## config.mk

```make
export PLATFORM = sky130hd
export DESIGN_NAME = ctrl_multiciclo
export DESIGN_NICKNAME = d
export VERILOG_FILES = /design/src/rtl/ctrl_multiciclo.sv
export SDC_FILE = /design/constraint.sdc
export NUM_CORES = 1
export LEC_CHECK = 0
export BUFFER_PORTS_ARGS = -buffer_cell sky130_fd_sc_hd__buf_2
export CAP_MARGIN = 40
export CORE_UTILIZATION = 25
export DETAILED_ROUTE_END_ITERATION = 8
export GPL_ROUTABILITY_DRIVEN = 0
export MAX_ROUTING_LAYER = met4
export PLACE_DENSITY_LB_ADDON = 0.2
export SLEW_MARGIN = 20
export SYNTH_ARGS = -nofsm -noshare
export SYNTH_HDL_FRONTEND = slang
export SYNTH_SLANG_ARGS = --single-unit
```

## constraint.sdc

```tcl
create_clock -name clk -period 2 [get_ports clk]
set_clock_uncertainty 0.1 [all_clocks]
set_input_delay 0.4 -clock clk [delete_from_list [all_inputs] [get_ports clk]]
set_output_delay 0.4 -clock clk [all_outputs]
set_load 0.005 [all_outputs]
```

## src/rtl/ctrl_multiciclo.sv

```systemverilog
// Multicycle main control FSM for the MIPS subset: sequences fetch/decode/execute/memory/writeback
// and drives ALUOp plus datapath enables. Debug state codes: FETCH=0 .. JUMP=11 (see state_t).
module ctrl_multiciclo #(
   parameter logic [3:0] ALUOP_ADD = 4'b1111
) (
   input  logic       clk,
   input  logic       rst_n,
   input  logic [5:0] opcode,
   input  logic       zero,
   input  logic       mem_ready,
   output logic [3:0] ALUOp,
   output logic       alu_src_a,
   output logic [1:0] alu_src_b,
   output logic       ext_zero,
   output logic [1:0] pc_src,
   output logic       pc_en,
   output logic       iord,
   output logic       mem_read,
   output logic       mem_write,
   output logic       ir_write,
   output logic       reg_dst,
   output logic       mem_to_reg,
   output logic       reg_write,
   output logic       illegal_op,
   output logic [3:0] state
);

   typedef enum logic [3:0] {
      S_FETCH     = 4'd0,
      S_DECODE    = 4'd1,
      S_MEM_ADDR  = 4'd2,
      S_MEM_READ  = 4'd3,
      S_MEM_WRITE = 4'd4,
      S_MEM_WB    = 4'd5,
      S_R_EXEC    = 4'd6,
      S_R_WB      = 4'd7,
      S_I_EXEC    = 4'd8,
      S_I_WB      = 4'd9,
      S_BRANCH    = 4'd10,
      S_JUMP      = 4'd11
   } state_t;

   localparam logic [5:0] OP_R     = 6'b000000;
   localparam logic [5:0] OP_LW    = 6'b100011;
   localparam logic [5:0] OP_SW    = 6'b101011;
   localparam logic [5:0] OP_BEQ   = 6'b000100;
   localparam logic [5:0] OP_BNE   = 6'b000101;
   localparam logic [5:0] OP_ADDI  = 6'b001000;
   localparam logic [5:0] OP_SLTI  = 6'b001010;
   localparam logic [5:0] OP_SLTIU = 6'b001011;
   localparam logic [5:0] OP_ANDI  = 6'b001100;
   localparam logic [5:0] OP_ORI   = 6'b001101;
   localparam logic [5:0] OP_XORI  = 6'b001110;
   localparam logic [5:0] OP_J     = 6'b000010;

   state_t     state_q, state_d;
   logic [5:0] op_q, op_d;

   logic [3:0] aluop_c;
   logic       src_a_c, ext_zero_c, pc_en_c, iord_c, mem_read_c, mem_write_c;
   logic       ir_write_c, reg_dst_c, mem_to_reg_c, reg_write_c, illegal_c;
   logic [1:0] src_b_c, pc_src_c;
   logic       logic_imm;

   always_ff @(posedge clk or negedge rst_n) begin
      if (!rst_n) begin
         state_q <= S_FETCH;
         op_q    <= '0;
      end else begin
         state_q <= state_d;
         op_q    <= op_d;
      end
   end

   assign logic_imm = (op_q == OP_ANDI) || (op_q == OP_ORI) || (op_q == OP_XORI);

   always_comb begin
      state_d      = state_q;
      op_d         = op_q;
      aluop_c      = '0;
      src_a_c      = 1'b0;
      src_b_c      = 2'b00;
      ext_zero_c   = 1'b0;
      pc_src_c     = 2'b00;
      pc_en_c      = 1'b0;
      iord_c       = 1'b0;
      mem_read_c   = 1'b0;
      mem_write_c  = 1'b0;
      ir_write_c   = 1'b0;
      reg_dst_c    = 1'b0;
      mem_to_reg_c = 1'b0;
      reg_write_c  = 1'b0;
      illegal_c    = 1'b0;
      unique case (state_q)
         S_FETCH: begin
            mem_read_c = 1'b1;
            src_b_c    = 2'b01;
            aluop_c    = ALUOP_ADD;
            ir_write_c = mem_ready;
            pc_en_c    = mem_ready;
            if (mem_ready) state_d = S_DECODE;
         end
         S_DECODE: begin
            // ALUOut gets the branch target speculatively; opcode is sampled live here.
            src_b_c = 2'b11;
            aluop_c = ALUOP_ADD;
            op_d    = opcode;
            case (opcode)
               OP_LW, OP_SW:                 state_d = S_MEM_ADDR;
               OP_R:                         state_d = S_R_EXEC;
               OP_ADDI, OP_SLTI, OP_SLTIU,
               OP_ANDI, OP_ORI, OP_XORI:     state_d = S_I_EXEC;
               OP_BEQ, OP_BNE:               state_d = S_BRANCH;
               OP_J:                         state_d = S_JUMP;
               default: begin
                  state_d   = S_FETCH;
                  illegal_c = 1'b1;
               end
            endcase
         end
         S_MEM_ADDR: begin
            src_a_c = 1'b1;
            src_b_c = 2'b10;
            aluop_c = ALUOP_ADD;
            state_d = (op_q == OP_LW) ? S_MEM_READ : S_MEM_WRITE;
         end
         S_MEM_READ: begin
            mem_read_c = 1'b1;
            iord_c     = 1'b1;
            if (mem_ready) state_d = S_MEM_WB;
         end
         S_MEM_WRITE: begin
            mem_write_c = 1'b1;
            iord_c      = 1'b1;
            if (mem_ready) state_d = S_FETCH;
         end
         S_MEM_WB: begin
            reg_write_c  = 1'b1;
            mem_to_reg_c = 1'b1;
            state_d      = S_FETCH;
         end
         S_R_EXEC: begin
            src_a_c = 1'b1;
            state_d = S_R_WB;
         end
         S_R_WB: begin
            reg_write_c = 1'b1;
            reg_dst_c   = 1'b1;
            state_d     = S_FETCH;
         end
         S_I_EXEC: begin
            src_a_c    = 1'b1;
            src_b_c    = 2'b10;
            aluop_c    = op_q[3:0];
            ext_zero_c = logic_imm;
            state_d    = S_I_WB;
         end
         S_I_WB: begin
            // ALU controls held so the result stays stable through the write.
            aluop_c     = op_q[3:0];
            ext_zero_c  = logic_imm;
            reg_write_c = 1'b1;
            state_d     = S_FETCH;
         end
         S_BRANCH: begin
            src_a_c  = 1'b1;
            aluop_c  = op_q[3:0];
            pc_src_c = 2'b01;
            pc_en_c  = (op_q == OP_BNE) ? ~zero : zero;
            state_d  = S_FETCH;
         end
         S_JUMP: begin
            pc_src_c = 2'b10;
            pc_en_c  = 1'b1;
            state_d  = S_FETCH;
         end
         default: state_d = S_FETCH;
      endcase
   end

   // Outputs are forced low while reset is held so nothing in the datapath moves.
   assign ALUOp      = rst_n ? aluop_c : 4'b0000;
   assign alu_src_a  = rst_n & src_a_c;
   assign alu_src_b  = rst_n ? src_b_c : 2'b00;
   assign ext_zero   = rst_n & ext_zero_c;
   assign pc_src     = rst_n ? pc_src_c : 2'b00;
   assign pc_en      = rst_n & pc_en_c;
   assign iord       = rst_n & iord_c;
   assign mem_read   = rst_n & mem_read_c;
   assign mem_write  = rst_n & mem_write_c;
   assign ir_write   = rst_n & ir_write_c;
   assign reg_dst    = rst_n & reg_dst_c;
   assign mem_to_reg = rst_n & mem_to_reg_c;
   assign reg_write  = rst_n & reg_write_c;
   assign illegal_op = rst_n & illegal_c;
   assign state      = state_q;

endmodule

```

==> results.sh, run 1 <==
export IMPL_timing_rr_end="state[3]"
export IMPL_h_tree_depth=1
export IMPL_drv_slew=0
export IMPL_worstMarginPinSlew_ns=0.441
export IMPL_holdPathEnd="op_q[2]"
export IMPL_dr_pass1_iters=4
export IMPL_antenna_found_initial=0
export IMPL_yosysWarnings=0
export IMPL_path_max_fanout=2
export IMPL_wirelength_um=2810
export IMPL_violations="negative setup slack"
export IMPL_path_class="register to primary output"
export IMPL_switchingPower_uw=634
export IMPL_grt_pass1_wl_um=4310
export IMPL_dp_hpwl_um=2080
export IMPL_comb_power_share_pct=60.7
export IMPL_num_rows=21
export IMPL_grt_max_degree=17
export IMPL_hold_depth=3
export IMPL_finish_instance_area_mm2=0.00128
export IMPL_synth_ff_type="dfrtp_1"
export IMPL_r2r_worst_path_cells=4
export IMPL_crit_path_end_kind="primary output"
export IMPL_synth_cell_area_um2=901
export IMPL_r2r_start="state[2]"
export IMPL_slowest_delay_ns=0.42
export IMPL_outcome="complete, but fails checks"
export IMPL_synth_distinct_cells=41
export IMPL_period_needed_ns=2.12
export IMPL_clock_path_buffers=2
export IMPL_synth_cells=115
export IMPL_finalSetupViolCount=2
export IMPL_slew_limit_headroom_pct=70.3
export IMPL_cts_tree="done"
export IMPL_layout_drive_gt1_share_pct=42.6
export IMPL_drcViolationCount=0
export IMPL_ys_seq_elements=10
export IMPL_fmax_mhz=472
export IMPL_avgViaCountPerCell=4.90
export IMPL_netlist_top_cells_area="dfrtp_1 28%, nor2_1 7.5%, o21ai_0 5.0%"
export IMPL_internal_power_uw=849
export IMPL_antenna_cells=0
export IMPL_grt_ovfl_total=0
export IMPL_critPathRequiredTime_ns=1.50
export IMPL_vias=1020
export IMPL_sw_frac_of_total_pct=42.8
export IMPL_core_mm2=0.00339
export IMPL_fin_crit_sh_pct=106
export IMPL_clkSinkCount=10
export IMPL_cts_made_buffers=3
export IMPL_ant_nets=0
export IMPL_syn_mean_instance_area_um2=7.83
export IMPL_syn_to_final_growth_pct=41.8
export IMPL_synth_edf_count=0
export IMPL_path_clk_slew_ns=0.08
export IMPL_rsz0062_at_grt="yes"
export IMPL_synth_top_area_share_pct=27.8
export IMPL_first_iter_violations=67
export IMPL_floorplan_io_pins=33
export IMPL_worstPathArrival_ns=1.62
export IMPL_insertion_delay_ns=0.27
export IMPL_nets=173
export IMPL_crit_chain="or3b_4 > a2111o_1 > nor2_1 > buf_2"
export IMPL_synth_seq_area_share_pct=27.8
export IMPL_path_buf_inv=1
export IMPL_synthArstFlopShare_pct=100
export IMPL_post_route_util_pct=37.7
export IMPL_die_area_mm2=0.00385
export IMPL_worstSetupStartpointType="register"
export IMPL_root_buffer="clkbuf_4"
export IMPL_syn_nets=125
export IMPL_wl_per_cell_um=13.5
export IMPL_placed_area_mm2=0.00114
export IMPL_fp_dieH_um=62.0
export IMPL_dp_slack_ns=0.0692
export IMPL_hold_class="input pin to register"
export IMPL_hp_start="opcode[2]"
export IMPL_reg2reg_slack_ns=0.50
export IMPL_setup_slack_ns=-0.116
export IMPL_grt_pass1_vias=892
export IMPL_die_w_um=62.0
export IMPL_io_buffers=32
export IMPL_power_share_clock_pct=12.7
export IMPL_p_leak_nw=0.601
export IMPL_yosys_area_top_type="dfrtp_1"
export IMPL_p_per_area_mw_per_mm2=1160
export IMPL_pwr_share_seq_pct=26.6
export IMPL_hold_violations=0
export IMPL_cp_top_family="simple AND/OR/NAND/NOR gates"
export IMPL_slowest_stage="or3b_4"
export IMPL_start_util_pct=26.6
export IMPL_ir_drop_mv=0.350
export IMPL_grt_usage_pct=16.0
export IMPL_drv_cap=0
cell usage in the layout, fill, tap and decap left out, drive strengths merged, types with 3 or more instances in the layout:
master | netlist | routed
nand2b | 3 | 3
a21oi | 8 | 8
buf | 6 | 49
nor4 | 3 | 3
nor3 | 5 | 5
nor2 | 18 | 18
dfrtp | 10 | 10
nor2b | 5 | 5
o21ai | 9 | 9
inv | 6 | 6
nand3 | 4 | 4
clkbuf | 2 | 4
nand2 | 10 | 10
power by group through the flow:
stage,clock network (mW),registers (mW),logic (mW)
2_1_floorplan,0,0.362,0.566
3_3_place_gp,0,0.409,0.761
3_5_place_dp,0,0.413,0.772
4_1_cts,0.194,0.413,0.804
5_1_grt,0.205,0.406,1.00
6_report,0.188,0.394,0.901
flip-flops by register name, summed over array words and instances, names as in the netlist:
| name | flops |
|---|---|
| state | 4 |
| op_q | 6 |
worst max path at each step:
stage / startpoint / endpoint / slack, ns / cells past startpoint
2_1_floorplan: state[1] / illegal_op / 0.27 / 6
3_3_place_gp: opcode[1] / illegal_op / 0.07 / 5
3_5_place_dp: opcode[1] / illegal_op / 0.07 / 5
4_1_cts: op_q[4] / pc_en / -0.14 / 5
5_1_grt: op_q[4] / pc_en / -0.23 / 5
6_report: op_q[4] / ext_zero / -0.12 / 4
timing repair:
action                                  4_1_cts  5_1_grt
hold endpoints to repair                      6        0
endpoints found under the setup margin       13       10
pin swaps                                     2        2
hold buffers                                  2        0
gates resized for setup                       4        9
buffers inserted                              1        7
metal layers:
metal	global-route usage [%]	routed length, um
met1	22.6	1390
met2	23.9	1230
met3	1.86	162
met4	4.76	23
met5	-	0
synthesized netlist by cell type (2+ instances only):
master and n:
clkbuf_1 2, nand2_1 10, mux2_2 2, o21ai_0 9, nand2b_1 2, nand3_1 4, a21o_1 2, nor2_1 18
dfrtp_1 10, nor4_1 2, a21oi_1 8, nor2b_1 5, buf_2 4, mux2i_1 2, inv_1 6, nor3_1 4
area by class of cell:
| type | instances | area (um2) |
|---|---|---|
| timing repair buffer | 51 | 315 |
| clock buffer | 4 | 36.3 |
| inverter | 6 | 22.5 |
| multi-input combinational | 91 | 592 |
| sequential | 10 | 254 |
| tap | 46 | 57.6 |
| fill | 370 | 2110 |
worst register-to-register path, stage by stage (launching register included):
cell and delay (ns):
dfrtp_2 0.49, buf_4 0.19, buf_4 0.15, nor4_1 0.30, a32o_1 0.21
per-stage QoR:
| stage | power (mW) | setup TNS, ns | hold slack (ns) | std cells |
|---|---|---|---|---|
| 2_1_floorplan | 0.929 | 0 | 0.00441 | 115 |
| 3_3_place_gp | 1.17 | 0 | 0.290 | 194 |
| 3_5_place_dp | 1.19 | 0 | 0.297 | 194 |
| 4_1_cts | 1.41 | -0.244 | 0.301 | 201 |
| 5_1_grt | 1.61 | -0.423 | 0.326 | 208 |
| 6_report | 1.48 | -0.232 | 0.306 | 208 |
cells by family after synthesis:
family	synth area share [%]
multiplexers	4.72
buffers and inverters	7.64
AND/OR/NAND/NOR	33.9
AO/OA/AOI/OAI	25.0
XOR/XNOR	0.972
flip-flops	27.8
Power figures use the tool's default switching activity.
==> run 2: changes to the inputs <==
BUFFER_PORTS_ARGS = -buffer_cell sky130_fd_sc_hd__buf_4   (was -buffer_cell sky130_fd_sc_hd__buf_2)
==> run 2 against run 1 <==
The run still ends with negative setup slack left. Setup slack better by 0.0025 ns. Global-route usage is 0.29 points higher. Die area stayed put. Routed wire length is 2.8% lower. Clock-buffer cell count stayed put. Utilization is 2.5 points higher. Cell area is 6.8% higher. Sequential cell count stayed put. Critical endpoint is now pc_en.
==> results.sh, run 2 (synthesis gave the netlist of run 1 again) <==
export IMPL_core_mm2=0.00339
export IMPL_placed_area_mm2=0.00123
export IMPL_crit_path_start="op_q[4]"
export IMPL_clkSinkCount=10
export IMPL_crit_chain="or3b_4 > nor4_4 > xnor2_1 > o22ai_2 > buf_4"
export IMPL_ir_drop_mv=0.334
export IMPL_holdWs_ns=0.278
export IMPL_critPathRequiredTime_ns=1.50
export IMPL_reg2reg_slack_ns=0.47
export IMPL_grt_pass1_vias=923
export IMPL_die_area_mm2=0.00385
export IMPL_num_rows=21
export IMPL_hold_class="input pin to register"
export IMPL_drv_cap=0
export IMPL_path_max_fanout=2
export IMPL_worstMarginPinSlew_ns=0.491
export IMPL_cts_made_buffers=3
export IMPL_wirelength_um=2730
export IMPL_path_clk_slew_ns=0.07
export IMPL_period_needed_ns=2.11
export IMPL_first_iter_violations=46
export IMPL_finalSetupViolCount=2
export IMPL_slew_limit_headroom_pct=67.1
export IMPL_fp_dieH_um=62.0
export IMPL_floorplan_io_pins=33
export IMPL_nFillCells=360
export IMPL_met2_usage_pct=25.8
export IMPL_largest_reg_flops=6
export IMPL_path_depth=5
export IMPL_final_common_cell="buf_4"
export IMPL_ant_nets=0
export IMPL_drcViolationCount=0
export IMPL_grt_usage_pct=16.3
export IMPL_drv_slew=0
export IMPL_grt_ovfl_total=0
export IMPL_busiest_layer="met2"
export IMPL_antenna_found_initial=0
export IMPL_outcome="complete, but fails checks"
export IMPL_nets=173
export IMPL_hold_violations=0
export IMPL_path_buf_inv=1
export IMPL_r2r_start="state[2]"
export IMPL_h_tree_depth=1
export IMPL_slowest_stage="or3b_4"
export IMPL_grt_max_degree=13
export IMPL_timing_rr_end="op_q[5]"
export IMPL_root_buffer="clkbuf_4"
export IMPL_rsz0062_at_grt="yes"
export IMPL_regArea_um2=254
export IMPL_largest_register="op_q"
export IMPL_fmax_mhz=473
export IMPL_clock_path_buffers=2
export IMPL_dr_pass1_iters=4
export IMPL_p_per_area_mw_per_mm2=1150
export IMPL_finish_instance_area_mm2=0.00136
export IMPL_dp_hpwl_um=2140
export IMPL_start_util_pct=26.6
export IMPL_syn_to_final_growth_pct=51.4
export IMPL_multi_input_area_um2=601
export IMPL_p_leak_nw=0.615
export IMPL_insertion_delay_ns=0.27
export IMPL_fin_crit_sh_pct=106
export IMPL_path_class="register to primary output"
export IMPL_setup_slack_ns=-0.114
export IMPL_power_mw=1.57
export IMPL_layout_drive_gt1_share_pct=43.8
export IMPL_endpoint="pc_en"
export IMPL_tns_ns=-0.214
export IMPL_r2r_worst_path_cells=4
export IMPL_violations="negative setup slack"
export IMPL_wl_per_cell_um=13.1
export IMPL_worstPathArrival_ns=1.61
export IMPL_die_w_um=62.0
export IMPL_avgViaCountPerCell=4.88
export IMPL_cts_tree="done"
export IMPL_antenna_cells=0
export IMPL_crit_path_end_kind="primary output"
export IMPL_grt_use_met1_pct=21.1
export IMPL_cp_top_family="simple AND/OR/NAND/NOR gates"
export IMPL_grt_pass1_wl_um=4390
export IMPL_io_buffers=32
export IMPL_vias=1015
export IMPL_grtUsageMet3_pct=2.48
export IMPL_slowest_delay_ns=0.42
export IMPL_worstSetupStartpointType="register"
export IMPL_mostFrequentLayoutCells="48 x buf_4, 16 x nor2_1, 9 x nand2_1, 9 x o21ai_0, 8 x a21oi_1"
==> run 2: changes by cell type in the layout (fill, tap and decap cells not counted) <==
| cell | delta |
|---|---|
| buf_2 | -32 |
| a2111oi_1 | +1 |
| nand2b_4 | +1 |
| a2111oi_0 | -1 |
| dlygate4sd3_1 | -1 |
| nand2b_1 | -1 |
| buf_4 | +33 |
==> run 2: worst register-to-register path: stages (launching register included) <==
cell and delay, ns:
dfrtp_2 0.46, buf_6 0.16, nor3_4 0.17, buf_4 0.20
mux2_2 0.34
==> run 2: worst min path at each step <==
| stage | slack, ns | endpoint | startpoint | depth (start not counted) |
|---|---|---|---|---|
| floorplan | 0.004 | op_q[0] | rst_n | 0 |
| global placement | 0.28 | state[0] | rst_n | 2 |
| detailed placement | 0.28 | state[0] | rst_n | 2 |
| CTS | 0.28 | op_q[2] | opcode[2] | 3 |
| global route | 0.29 | op_q[2] | opcode[2] | 3 |
| finish | 0.28 | op_q[2] | opcode[2] | 3 |
==> run 2: report_power, final <==
group	switching, mW	leakage [nW]	internal, mW
Combinational	0.460	0.472	0.534
Clock	0.0782	0.0210	0.111
Sequential	0.0985	0.122	0.293
==> run 2: per-layer routing <==
metal  wire, um  part of all wire [%]
met1       1310                    48
met2       1270                    46
met3        132                   4.8
met4         28                   1.0
met5          0                     0
==> run 2: cell type report <==
type                       count  area share, %
inverter                       6           1.65
tap                           46           4.22
multi-input combinational     91           44.0
timing repair buffer          51           28.8
sequential                    10           18.6
clock buffer                   4           2.66
==> run 2: repair_timing <==
item,CTS,global route
hold buffers,1,0
setup buffers,7,0
gates resized for setup,6,5
hold endpoints to repair,10,0
setup endpoints to repair,8,9
pin swaps,3,2
==> run 2: through the flow <==
stage | std cells | worst slack (ns) | utilization [%]
global placement | 196 | 0.0520 | 36.4
detailed placement | 196 | 0.0341 | 36.4
CTS | 208 | -0.142 | 39.8
floorplan | 115 | 0.269 | -
finish | 208 | -0.114 | 40.2
global route | 208 | -0.211 | 40.2
==> run 3: changes to the inputs <==
SLEW_MARGIN = unset   (was 20)
clock period = 2.6 ns   (was 2 ns; I/O delays follow)
==> run 3 against run 2 <==
Clock-buffer cell count did not move. First-iteration DRC count decreased by 8.7%. Combinational power fell by 43%. Global-route usage is 1.4 points lower. Utilization fell by 4.3 points. Non-clock buffer count down 15. Critical path type unchanged. Clock power decreased by 25%. Register-to-register slack improved by 0.39 ns. Highest routed layer unchanged. Critical path depth fell by 1. The flow now finishes without violations.
==> results.sh, run 3 (synthesis gave the netlist of run 1 again) <==
export IMPL_syn_to_final_growth_pct=35.3
export IMPL_period_needed_ns=2.35
export IMPL_io_buffers=32
export IMPL_fmax_mhz=426
export IMPL_wirelength_um=2500
export IMPL_drv_slew=0
export IMPL_cts_made_buffers=3
export IMPL_largest_register="op_q"
export IMPL_num_rows=21
export IMPL_slowest_stage="dfrtp_1"
export IMPL_die_w_um=62.0
export IMPL_start_util_pct=26.6
export IMPL_floorplan_io_pins=33
export IMPL_grt_pass1_wl_um=4020
export IMPL_ir_drop_mv=0.358
export IMPL_clkSinkCount=10
export IMPL_vias=932
export IMPL_finalSetupViolCount=0
export IMPL_outcome="complete, no violations"
export IMPL_cts_tree="done"
export IMPL_finish_instance_area_mm2=0.00122
export IMPL_final_common_cell="buf_4"
export IMPL_cp_top_family="flip-flops"
export IMPL_drcViolationCount=0
export IMPL_postCtsSetupRepairBufs=0
export IMPL_critPathRequiredTime_ns=1.98
export IMPL_grt_ovfl_total=0
export IMPL_slowest_delay_ns=0.59
export IMPL_path_max_fanout=19
export IMPL_drv_cap=0
export IMPL_fin_crit_sh_pct=90.3
export IMPL_crit_chain="or2_1 > o31a_1 > o22ai_2 > buf_4"
export IMPL_rsz0062_at_grt="no"
export IMPL_core_mm2=0.00339
export IMPL_root_buffer="clkbuf_4"
export IMPL_insertion_delay_ns=0.26
export IMPL_crit_path_end_kind="primary output"
export IMPL_fp_dieH_um=62.0
export IMPL_antenna_cells=0
export IMPL_placed_area_mm2=0.00118
export IMPL_power_mw=1.06
export IMPL_avgViaCountPerCell=4.83
export IMPL_h_tree_depth=1
export IMPL_slew_limit_headroom_pct=62.1
export IMPL_cts_resized=0
export IMPL_worstSetupStartpointType="register"
export IMPL_path_class="register to primary output"
export IMPL_grt_pass1_vias=822
export IMPL_hold_class="input pin to async pin"
export IMPL_antenna_found_initial=0
export IMPL_dr_pass1_iters=4
export IMPL_tns_ns=0
export IMPL_p_leak_nw=0.537
export IMPL_path_buf_inv=1
export IMPL_p_per_area_mw_per_mm2=873
export IMPL_nets=158
export IMPL_reg2reg_slack_ns=0.86
export IMPL_grt_usage_pct=14.9
export IMPL_clock_path_buffers=2
export IMPL_layout_drive_gt1_share_pct=33.3
export IMPL_mostFrequentLayoutCells="36 x buf_4, 18 x nor2_1, 10 x nand2_1, 10 x dfrtp_1, 9 x o21ai_0"
export IMPL_hold_violations=0
export IMPL_worstMarginPinSlew_ns=0.568
export IMPL_nFillCells=371
export IMPL_wl_per_cell_um=13.0
export IMPL_hold_buffers=0
export IMPL_worstPathArrival_ns=1.73
export IMPL_die_area_mm2=0.00385
export IMPL_ant_nets=0
export IMPL_dp_hpwl_um=1990
export IMPL_largest_reg_flops=6
export IMPL_grt_max_degree=20
export IMPL_path_clk_slew_ns=0.07
export IMPL_first_iter_violations=42
==> run 3: cell types whose count changed in the layout (fill, tap and decap cells not counted), sizes merged <==
cell         previous run  this run
buf                    50        36
dlygate4sd3             1         0
==> run 3: report_power, final <==
part	internal [mW]	total, mW	switching (mW)
logic	0.301	0.571	0.270
clock network	0.0850	0.142	0.0570
registers	0.221	0.351	0.130
total	0.607	1.06	0.457
==> run 3: final timing paths <==
kind	from	end	depth (start not counted)
worst max-delay path	state[0]	pc_en	4
worst min-delay path	rst_n	op_q[4]	2
worst max register to register	state[0]	op_q[5]	4
worst min register to register	op_q[5]	op_q[5]	1
max in group asynchronous	rst_n	op_q[5]	2
min in group clk	opcode[2]	op_q[2]	3
==> run 3: worst register-to-register path, stage by stage (launching register included) <==
cell and delay (ns):
dfrtp_1 0.70, nand2b_4 0.13, nor3_4 0.15, buf_4 0.20, mux2_2 0.34
==> run 3: cell type report <==
cell class / count / area, um2 / area share [%]
Clock buffer: 4 / 36.3 / 2.98
Inverter: 6 / 22.5 / 1.85
Timing Repair Buffer: 36 / 270 / 22.2
Sequential cell: 10 / 250 / 20.5
Tap cell: 46 / 57.6 / 4.72
Multi-Input combinational cell: 91 / 582 / 47.7
==> run 3: per-stage QoR <==
step	instances	utilization [%]	hold WS, ns	setup slack (ns)
after floorplan	115	-	0.124	0.677
after global placement	189	34.9	0.389	0.385
after detailed placement	189	34.9	0.385	0.354
after CTS	193	36.0	0.0953	0.234
after global routing	193	36.0	0.103	0.128
final	193	36.0	0.0986	0.251
==> run 3: per-layer routing <==
layer | vias to the layer above | routed length [um] | track usage [%] | part of all wire, %
met5 | - | 0 | - | 0
met4 | 0 | 20 | 3.81 | 0.80
met3 | 4 | 163 | 2.48 | 6.5
met2 | 36 | 1040 | 22.3 | 42
met1 | 414 | 1280 | 20.8 | 51
li1 | 478 | - | - | -
